## config.mk

```make
export PLATFORM = sky130hd
export DESIGN_NAME = board_cursor
export DESIGN_NICKNAME = d
export VERILOG_FILES = /design/src/rtl/board_cursor.sv
export SDC_FILE = /design/constraint.sdc
export NUM_CORES = 1
export LEC_CHECK = 0
export ABC_CLOCK_PERIOD_IN_PS = 5550
export CORE_AREA = 3 3 66 68
export DETAILED_ROUTE_END_ITERATION = 6
export DIE_AREA = 0 0 69 71
export PLACE_DENSITY = 0.68
export SKIP_CTS_REPAIR_TIMING = 1
export SLEW_MARGIN = 20
export SYNTH_ARGS = -nofsm -noshare
export SYNTH_HDL_FRONTEND = slang
export SYNTH_SLANG_ARGS = --single-unit
export TNS_END_PERCENT = 30
```

## constraint.sdc

```tcl
create_clock -name clk -period 5.55 [get_ports clk]
set_clock_uncertainty 0.1 [all_clocks]
set_input_delay 1.11 -clock clk [delete_from_list [all_inputs] [get_ports clk]]
set_output_delay 1.11 -clock clk [all_outputs]
set_load 0.01 [all_outputs]
```

## src/rtl/board_cursor.sv

```systemverilog
// board_cursor: 2-D cursor over a ROWS x COLS board.
// Turns level-held buttons into single moves, supports linear step and
// up/down/left/right moves with runtime wrap-or-saturate edge handling,
// plus a direct level-sensitive load. Emits row, col, a registered 1-based
// linear index, and one-cycle moved/wrapped/blocked status pulses.
module board_cursor #(
  parameter  int ROWS = 5,
  parameter  int COLS = 5,
  localparam int RW   = $clog2(ROWS),
  localparam int CW   = $clog2(COLS),
  localparam int IW   = $clog2(ROWS*COLS+1)
) (
  input  logic          clk,
  input  logic          rst,
  input  logic          enable,
  input  logic          wrap_en,
  input  logic          step,
  input  logic          up,
  input  logic          down,
  input  logic          left,
  input  logic          right,
  input  logic          load,
  input  logic [RW-1:0] load_row,
  input  logic [CW-1:0] load_col,
  output logic [RW-1:0] row,
  output logic [CW-1:0] col,
  output logic [IW-1:0] index,
  output logic          moved,
  output logic          wrapped,
  output logic          blocked
);

  localparam logic [RW-1:0] ROW_LAST = RW'(ROWS-1);
  localparam logic [CW-1:0] COL_LAST = CW'(COLS-1);

  logic step_prev, up_prev, down_prev, left_prev, right_prev;
  logic ev_step, ev_up, ev_down, ev_left, ev_right;
  logic load_ok;

  logic [RW-1:0] row_n;
  logic [CW-1:0] col_n;
  logic [IW-1:0] index_n;
  logic          moved_n, wrapped_n, blocked_n;

  // Rising-edge events: a held button fires only on the cycle it rises.
  assign ev_step  = step  & ~step_prev;
  assign ev_up    = up    & ~up_prev;
  assign ev_down  = down  & ~down_prev;
  assign ev_left  = left  & ~left_prev;
  assign ev_right = right & ~right_prev;

  // Compare with one extra bit so non-power-of-two boards reject codes >= size.
  assign load_ok = ({1'b0, load_row} < (RW+1)'(ROWS)) &&
                   ({1'b0, load_col} < (CW+1)'(COLS));

  // Button history tracks every cycle, independent of enable, so a button
  // already held when enable rises does not produce a move.
  always_ff @(posedge clk or negedge rst) begin
    if (!rst) begin
      step_prev  <= 1'b0;
      up_prev    <= 1'b0;
      down_prev  <= 1'b0;
      left_prev  <= 1'b0;
      right_prev <= 1'b0;
    end else begin
      step_prev  <= step;
      up_prev    <= up;
      down_prev  <= down;
      left_prev  <= left;
      right_prev <= right;
    end
  end

  // Next position and status: one action per cycle, load > step > up >
  // down > left > right; lower-priority events in the same cycle are dropped.
  always_comb begin
    row_n     = row;
    col_n     = col;
    moved_n   = 1'b0;
    wrapped_n = 1'b0;
    blocked_n = 1'b0;
    if (enable) begin
      if (load) begin
        if (load_ok) begin
          row_n   = load_row;
          col_n   = load_col;
          moved_n = (load_row != row) || (load_col != col);
        end else begin
          blocked_n = 1'b1;
        end
      end else if (ev_step) begin
        if (col != COL_LAST) begin
          col_n   = col + CW'(1);
          moved_n = 1'b1;
        end else if (row != ROW_LAST) begin
          col_n   = '0;
          row_n   = row + RW'(1);
          moved_n = 1'b1;
        end else if (wrap_en) begin
          col_n     = '0;
          row_n     = '0;
          moved_n   = 1'b1;
          wrapped_n = 1'b1;
        end else begin
          blocked_n = 1'b1;
        end
      end else if (ev_up) begin
        if (row != '0) begin
          row_n   = row - RW'(1);
          moved_n = 1'b1;
        end else if (wrap_en) begin
          row_n     = ROW_LAST;
          moved_n   = 1'b1;
          wrapped_n = 1'b1;
        end else begin
          blocked_n = 1'b1;
        end
      end else if (ev_down) begin
        if (row != ROW_LAST) begin
          row_n   = row + RW'(1);
          moved_n = 1'b1;
        end else if (wrap_en) begin
          row_n     = '0;
          moved_n   = 1'b1;
          wrapped_n = 1'b1;
        end else begin
          blocked_n = 1'b1;
        end
      end else if (ev_left) begin
        if (col != '0) begin
          col_n   = col - CW'(1);
          moved_n = 1'b1;
        end else if (wrap_en) begin
          col_n     = COL_LAST;
          moved_n   = 1'b1;
          wrapped_n = 1'b1;
        end else begin
          blocked_n = 1'b1;
        end
      end else if (ev_right) begin
        if (col != COL_LAST) begin
          col_n   = col + CW'(1);
          moved_n = 1'b1;
        end else if (wrap_en) begin
          col_n     = '0;
          moved_n   = 1'b1;
          wrapped_n = 1'b1;
        end else begin
          blocked_n = 1'b1;
        end
      end
    end
  end

  // Index derives from the next position so the registered copy always
  // matches row/col; all terms are widened to IW bits before the multiply.
  assign index_n = IW'(row_n) * IW'(COLS) + IW'(col_n) + IW'(1);

  // Position, index and one-cycle status pulses.
  always_ff @(posedge clk or negedge rst) begin
    if (!rst) begin
      row     <= '0;
      col     <= '0;
      index   <= IW'(1);
      moved   <= 1'b0;
      wrapped <= 1'b0;
      blocked <= 1'b0;
    end else begin
      row     <= row_n;
      col     <= col_n;
      index   <= index_n;
      moved   <= moved_n;
      wrapped <= wrapped_n;
      blocked <= blocked_n;
    end
  end

endmodule

```

==> results of run 1 <==
## cell families after synthesis
logic type,after synthesis
AOI/OAI and AO/OA,62
buffers and inverters,22
xor gates and xnor gates,10
and+or+nand+nor,69
DFF,19
muxes,1
adders and majority gates,15
## metrics by stage
stage / area (sq um) / instances / hold slack (ns) / power, mW
floorplan: 1695 / 198 / 0.5031 / 0.5043
global placement: 1976 / 266 / 0.6212 / 0.6430
detailed placement: 1976 / 266 / 0.5991 / 0.6414
CTS: 2024 / 270 / 0.6290 / 0.7523
global route: 2024 / 270 / 0.6813 / 0.8145
finish: 2024 / 270 / 0.6315 / 0.7423
## worst reg2reg max path, stage by stage, from the launching register on
cell	delay, ns
dfrtp_1	0.53
inv_1	0.15
ha_1	0.33
nand2b_1	0.16
nor3_1	0.07
nor2_1	0.17
o211ai_1	0.14
a221o_1	0.36
ha_1	0.30
ha_1	0.32
ha_1	0.31
a21o_1	0.17
a21oi_1	0.16
xor2_1	0.19
xnor2_1	0.13
## how the worst max path moves through the flow
stage,startpoint,end,slack [ns],depth (start not counted)
after floorplan,load_col[1],index[4],1.79,12
after global placement,up,index[4],1.02,13
after detailed placement,up,index[4],0.94,13
after CTS,up,index[4],1.21,13
after global routing,up,index[4],0.84,13
final,up,index[4],1.19,13
## layout make-up
| cell class | count | area, sq um |
|---|---|---|
| fillers | 406 | 1889 |
| multi-input cells | 157 | 1101 |
| flip-flops and latches | 19 | 476.7 |
| repair buffers | 30 | 297.8 |
| well taps | 50 | 62.56 |
| clock buffers | 3 | 41.29 |
| inverters | 10 | 37.54 |
| clock inverters | 1 | 7.507 |
## power breakdown
group | internal, mW | switching [mW] | total, mW
clock | 0.0508 | 0.0529 | 0.104
combinational | 0.205 | 0.208 | 0.414
sequential | 0.179 | 0.0457 | 0.225
total | 0.435 | 0.307 | 0.742
## placed cells by master, fill, tap and decap left out, types with 2 or more instances in the layout
master,netlist,final
a2111oi_0,2,2
o22ai_1,3,3
a211oi_1,3,3
dfrtp_1,18,18
a21o_1,3,3
nor2_1,21,21
nand4_1,4,4
o31ai_1,2,2
nand2b_1,9,9
nor2b_1,5,5
a221oi_1,2,2
clkdlybuf4s50_1,0,29
xnor2_1,5,5
nor3_1,7,7
inv_1,9,9
fa_1,2,2
a221o_1,2,2
o211ai_1,4,4
o21ai_1,2,2
a31oi_1,5,5
clkbuf_8,0,3
xor2_1,4,4
nand3_1,5,5
nand2_1,8,8
ha_1,13,13
a21oi_1,10,10
o21ai_0,13,13
## per-layer routing
metal | up-vias | global-route usage | share of wire
met5 | - | 0 | 0
met4 | 0 | 0.02820 | 0.0041
met3 | 4 | 0.03835 | 0.073
met2 | 70 | 0.2871 | 0.47
met1 | 724 | 0.2471 | 0.45
li1 | 770 | - | -
## registers in the layout (all words and copies together), names as in the netlist
name	cells
blocked	1
col	3
down_prev	1
index	5
left_prev	1
moved	1
right_prev	1
row	3
step_prev	1
up_prev	1
wrapped	1
==> results_dict.tcl, run 1 <==
set metrics [dict create \
    synth_warnings 0 \
    dp_hpwl_um 3147 \
    worst_pin_slew_ns 0.9266 \
    max-vdd-ir-drop_uv 214.9 \
    netlist_area_sq_um 1695 \
    min_from "step_prev" \
    finalSetupViolations 0 \
    dp_slack_ns 0.9395 \
    synth_mux_area_frac 0.005904 \
    core_sq_um 3914 \
    clock_sinks 19 \
    timing.final.ws_setup_ns 1.186 \
    vias_per_cell 5.807 \
    drt_iter0_drc 108 \
    max_stage_delay_ns 0.49 \
    syn-num-nets 229 \
    leakage_nw 0.8187 \
    worstSetupStartpointType "input port" \
    clk_pin_slew_ns 0.09 \
    synth_area_leader_cell "dfrtp_1" \
    grt.total_usage 0.1768 \
    ys_top_cells_by_area "dfrtp_1 27%, ha_1 9.6%, nor2_1 4.6%, o21ai_0 3.8%, nand2b_1 3.3%" \
    drive_above_1_share 0.06364 \
    r2r-end "index[4]" \
    finalHoldViolCount 0 \
    numCtsBuffers 3 \
    cts_tree "yes" \
    ant_nets 0 \
    ys_async_sr_fraction 1.000 \
    drv_slew 0 \
    drtPass1Iterations 4 \
    cp_common_cell "ha_1" \
    die_w_um 69 \
    num_vias 1568 \
    clockRootBuffer "clkbuf_8" \
    initial_utilization 0.4332 \
    drv_cap 0 \
    io_buffers 29 \
    synth_edf_count 0 \
    p_per_area_nw_per_um2 366.7 \
    synth_top_family_by_area "compound AO/OA/AOI/OAI gates" \
    antenna_found_initial 0 \
    max_freq_mhz 229.1 \
    synthCells 198 \
    crit_family "adder cells" \
    rsz0062_at_grt "false" \
    required_ns 5.65 \
    synth_compound_area_frac 0.2539 \
    ys_types 55 \
    grt_max_degree 20 \
    worstRegToRegCells 14 \
    critical_path_buf_inv_count 1 \
    num_rows 23 \
    dieArea_sq_um 4899 \
    overflow 0 \
    first_global_vias 1483 \
    htreeDepth 1 \
    synth-xor-area-share 0.05609 \
    reg2reg_slack_ns 1.89 \
    cp_max_fo 7 \
    status "complete, no violations" \
    hold_end "blocked" \
    crit_chain "clkdlybuf4s50_1, nor2b_1, nor2_1, nor2_1, o211ai_1, a221o_1, ha_1, ha_1, ha_1, a21o_1, a21oi_1, xor2_1, xnor2_1" \
    drcViolationCount 0 \
    synth.most_common_cell "nor2_1" \
    yosysTopAreaCellShare 0.2657 \
    clk_latency_ns 0.27 \
    cts_max_path_buffers 2 \
    hold_depth 3 \
    min_period_over_period 0.7864 \
    routed_wl_um 4119 \
    synth_common_cells "21 x nor2_1, 18 x dfrtp_1, 13 x ha_1, 13 x o21ai_0, 10 x a21oi_1" \
    r2r_start "row[0]" \
    crit_slowest_cell "clkdlybuf4s50_1" \
    avgRoutedWirePerCell_um 15.26 \
    ys_seq_elements 19 \
    io_pins 30 \
    post-route-util 0.5173 \
    yosys_most_used_dff "dfrtp_1" \
    syn-mean-instance-area_sq_um 8.563 \
    synth-seq-area-share 0.2812 \
    synth_adder_area_share 0.1196 \
    grt_pass1_wl_um 7100 \
    synth-simple-area-share 0.2140 \
    n_antenna_cell 0 \
    worstPathArrival_ns 4.46 \
    timing.setup.tns_ns 0 \
    path_class "input port to flop" \
    worstSetupEndpointType "flop" \
    place.gp.congestion 0.8815 \
    maxSlewHeadroom 0.3803 \
    hold_path_class "flop to flop" \
    fin_crit_ns 4.364 \
    nets 252 \
    area_growth_pct 19.41 \
    die_h_um 71 \
]
No activity file was read; power rests on OpenSTA's default activity.
==> run 2, diff against run 1 <==
--- a/config.mk
+++ b/config.mk
@@ -5,7 +5,7 @@
 export SDC_FILE = /design/constraint.sdc
 export NUM_CORES = 1
 export LEC_CHECK = 0
-export ABC_CLOCK_PERIOD_IN_PS = 5550
+export ABC_CLOCK_PERIOD_IN_PS = 4200
 export CORE_AREA = 3 3 66 68
 export DETAILED_ROUTE_END_ITERATION = 6
 export DIE_AREA = 0 0 69 71
==> constraint.sdc (replaced) <==
create_clock -name clk -period 4.2 [get_ports clk]
set_clock_uncertainty 0.1 [all_clocks]
set_input_delay 0.84 -clock clk [delete_from_list [all_inputs] [get_ports clk]]
set_output_delay 0.84 -clock clk [all_outputs]
set_load 0.01 [all_outputs]
==> run 2 against run 1 <==
  * First-iteration DRC count increased by 5.6%
  * Final cell count increased by 4.4%
  * Sequential power increased by 30%
  * Critical path type unchanged
  * Via count increased by 5.1%
  * Largest cell class unchanged
  * Sequential share of layout area decreased by 0.98 points
==> results_dict.tcl, run 2 (synthesized netlist as in run 1, its figures left out) <==
set metrics [dict create \
    vias_per_cell 5.844 \
    clock_sinks 19 \
    path_class "input port to flop" \
    drive_above_1_share 0.1121 \
    intPower_uw 592.6 \
    worstSetupStartpointType "input port" \
    finalSetupViolations 0 \
    place.gp.congestion 0.9443 \
    min_period_over_period 0.9268 \
    clockRootBuffer "clkbuf_8" \
    ant_nets 0 \
    first_global_vias 1558 \
    clk_latency_ns 0.26 \
    required_ns 4.29 \
    n_antenna_cell 0 \
    timing.setup.tns_ns 0 \
    p_sw_uw 413.8 \
    num_rows 23 \
    avgRoutedWirePerCell_um 15.40 \
    finalHoldViolCount 0 \
    power_frac_comb 0.577 \
    cts_max_path_buffers 2 \
    die_w_um 69 \
    layout_common_cells "29 x clkdlybuf4s50_1, 21 x nor2_1, 18 x dfrtp_1" \
    timing.final.ws_setup_ns 0.3074 \
    initial_utilization 0.4332 \
    swShare 0.4112 \
    grt_max_degree 20 \
    grt.total_usage 0.1780 \
    cp_max_fo 5 \
    num_vias 1648 \
    dp_slack_ns 0.06124 \
    io_pins 30 \
    dieArea_sq_um 4899 \
    clkPwrFrac 0.133 \
    htreeDepth 1 \
    numCtsBuffers 3 \
    cts_tree "yes" \
    worst_pin_slew_ns 0.9053 \
    drcViolationCount 0 \
    fin_crit_ns 3.893 \
    drtPass1Iterations 4 \
    drv_slew 0 \
    leakage_nw 0.8808 \
    largest_reg_flops 5 \
    post-route-util 0.5396 \
    worstSetupEndpointType "flop" \
    largest-register "index" \
    p_per_area_nw_per_um2 476.5 \
    dpl.cell_count 278 \
    grt_util_met3 0.03409 \
    seqPwrFrac 0.290 \
    clk_pin_slew_ns 0.08 \
    core_sq_um 3914 \
    worstPathArrival_ns 3.98 \
    die_h_um 71 \
    fin_cells 282 \
    use_met1 0.2476 \
    antenna_found_initial 0 \
    area_growth_pct 24.58 \
    top_regs "index (5), col (3), row (3)" \
    status "complete, no violations" \
    overflow 0 \
    grt-busiest-layer "met2" \
    drt_iter0_drc 114 \
    final_common_cell "clkdlybuf4s50_1" \
    grt_pass1_wl_um 7217 \
    drv_cap 0 \
    maxSlewHeadroom 0.3946 \
    max-vdd-ir-drop_uv 280.5 \
    use_met2 0.2775 \
    io_buffers 29 \
    max_freq_mhz 256.9 \
    nets 264 \
    rsz0062_at_grt "false" \
    hold_path_class "flop to flop" \
    dp_hpwl_um 3344 \
    routed_wl_um 4343 \
]
## run 2: per-layer routing
metal | wire length, um | vias to the layer above
li1 | - | 800
met1 | 1994 | 756
met2 | 1900 | 83
met3 | 348 | 9
met4 | 100 | 0
met5 | 0 | -
## run 2: power groups by stage
| stage | logic, mW | clock network, mW | registers (mW) |
|---|---|---|---|
| global route | 0.649 | 0.148 | 0.300 |
| CTS | 0.583 | 0.139 | 0.293 |
| detailed placement | 0.577 | 0 | 0.296 |
| floorplan | 0.370 | 0 | 0.296 |
| global placement | 0.576 | 0 | 0.295 |
| finish | 0.580 | 0.134 | 0.292 |
## run 2: path summary, 6_finish.rpt
path,startpoint,end,slack [ns],depth (start not counted)
max,up,index[4],0.31,13
min,row[0],row[0],0.63,2
max reg2reg,row[1],index[4],0.57,13
min reg2reg,row[0],row[0],0.63,2
max in group asynchronous,rst,moved,2.46,1
min in group asynchronous,rst,up_prev,0.99,1
## run 2: critical path, stage by stage
cell             delay [ns]
clkdlybuf4s50_1        0.49
nor2b_1                0.32
nor2_1                 0.11
nor2_1                 0.17
o211ai_1               0.14
a221o_1                0.37
ha_1                   0.30
ha_1                   0.30
ha_1                   0.29
a21o_1                 0.18
a21oi_1                0.17
xor2_1                 0.18
xnor2_1                0.13
## run 2: area by class of cell
class	instances	area, sq um
inverter	10	37.54
tap	50	62.56
clock buffer	3	41.29
sequential	19	476.7
timing repair buffer	42	387.9
fill	396	1802
multi-input combinational	157	1101
clock inverter	1	5.005
## run 2: metrics by stage
step	power [mW]	area, sq um	hold slack, ns
finish	1.006	2112	0.6322
global route	1.097	2112	0.6852
CTS	1.014	2112	0.6321
detailed placement	0.8728	2066	0.6090
global placement	0.8708	2066	0.6074
floorplan	0.6663	1695	0.4444
==> run 3, diff against run 2 <==
--- a/config.mk
+++ b/config.mk
@@ -11,7 +11,6 @@
 export DIE_AREA = 0 0 69 71
 export PLACE_DENSITY = 0.68
 export SKIP_CTS_REPAIR_TIMING = 1
-export SLEW_MARGIN = 20
 export SYNTH_ARGS = -nofsm -noshare
 export SYNTH_HDL_FRONTEND = slang
 export SYNTH_SLANG_ARGS = --single-unit
==> results of run 3 <==
Same layout as run 2: the final DEF is identical, and so are final timing and power.
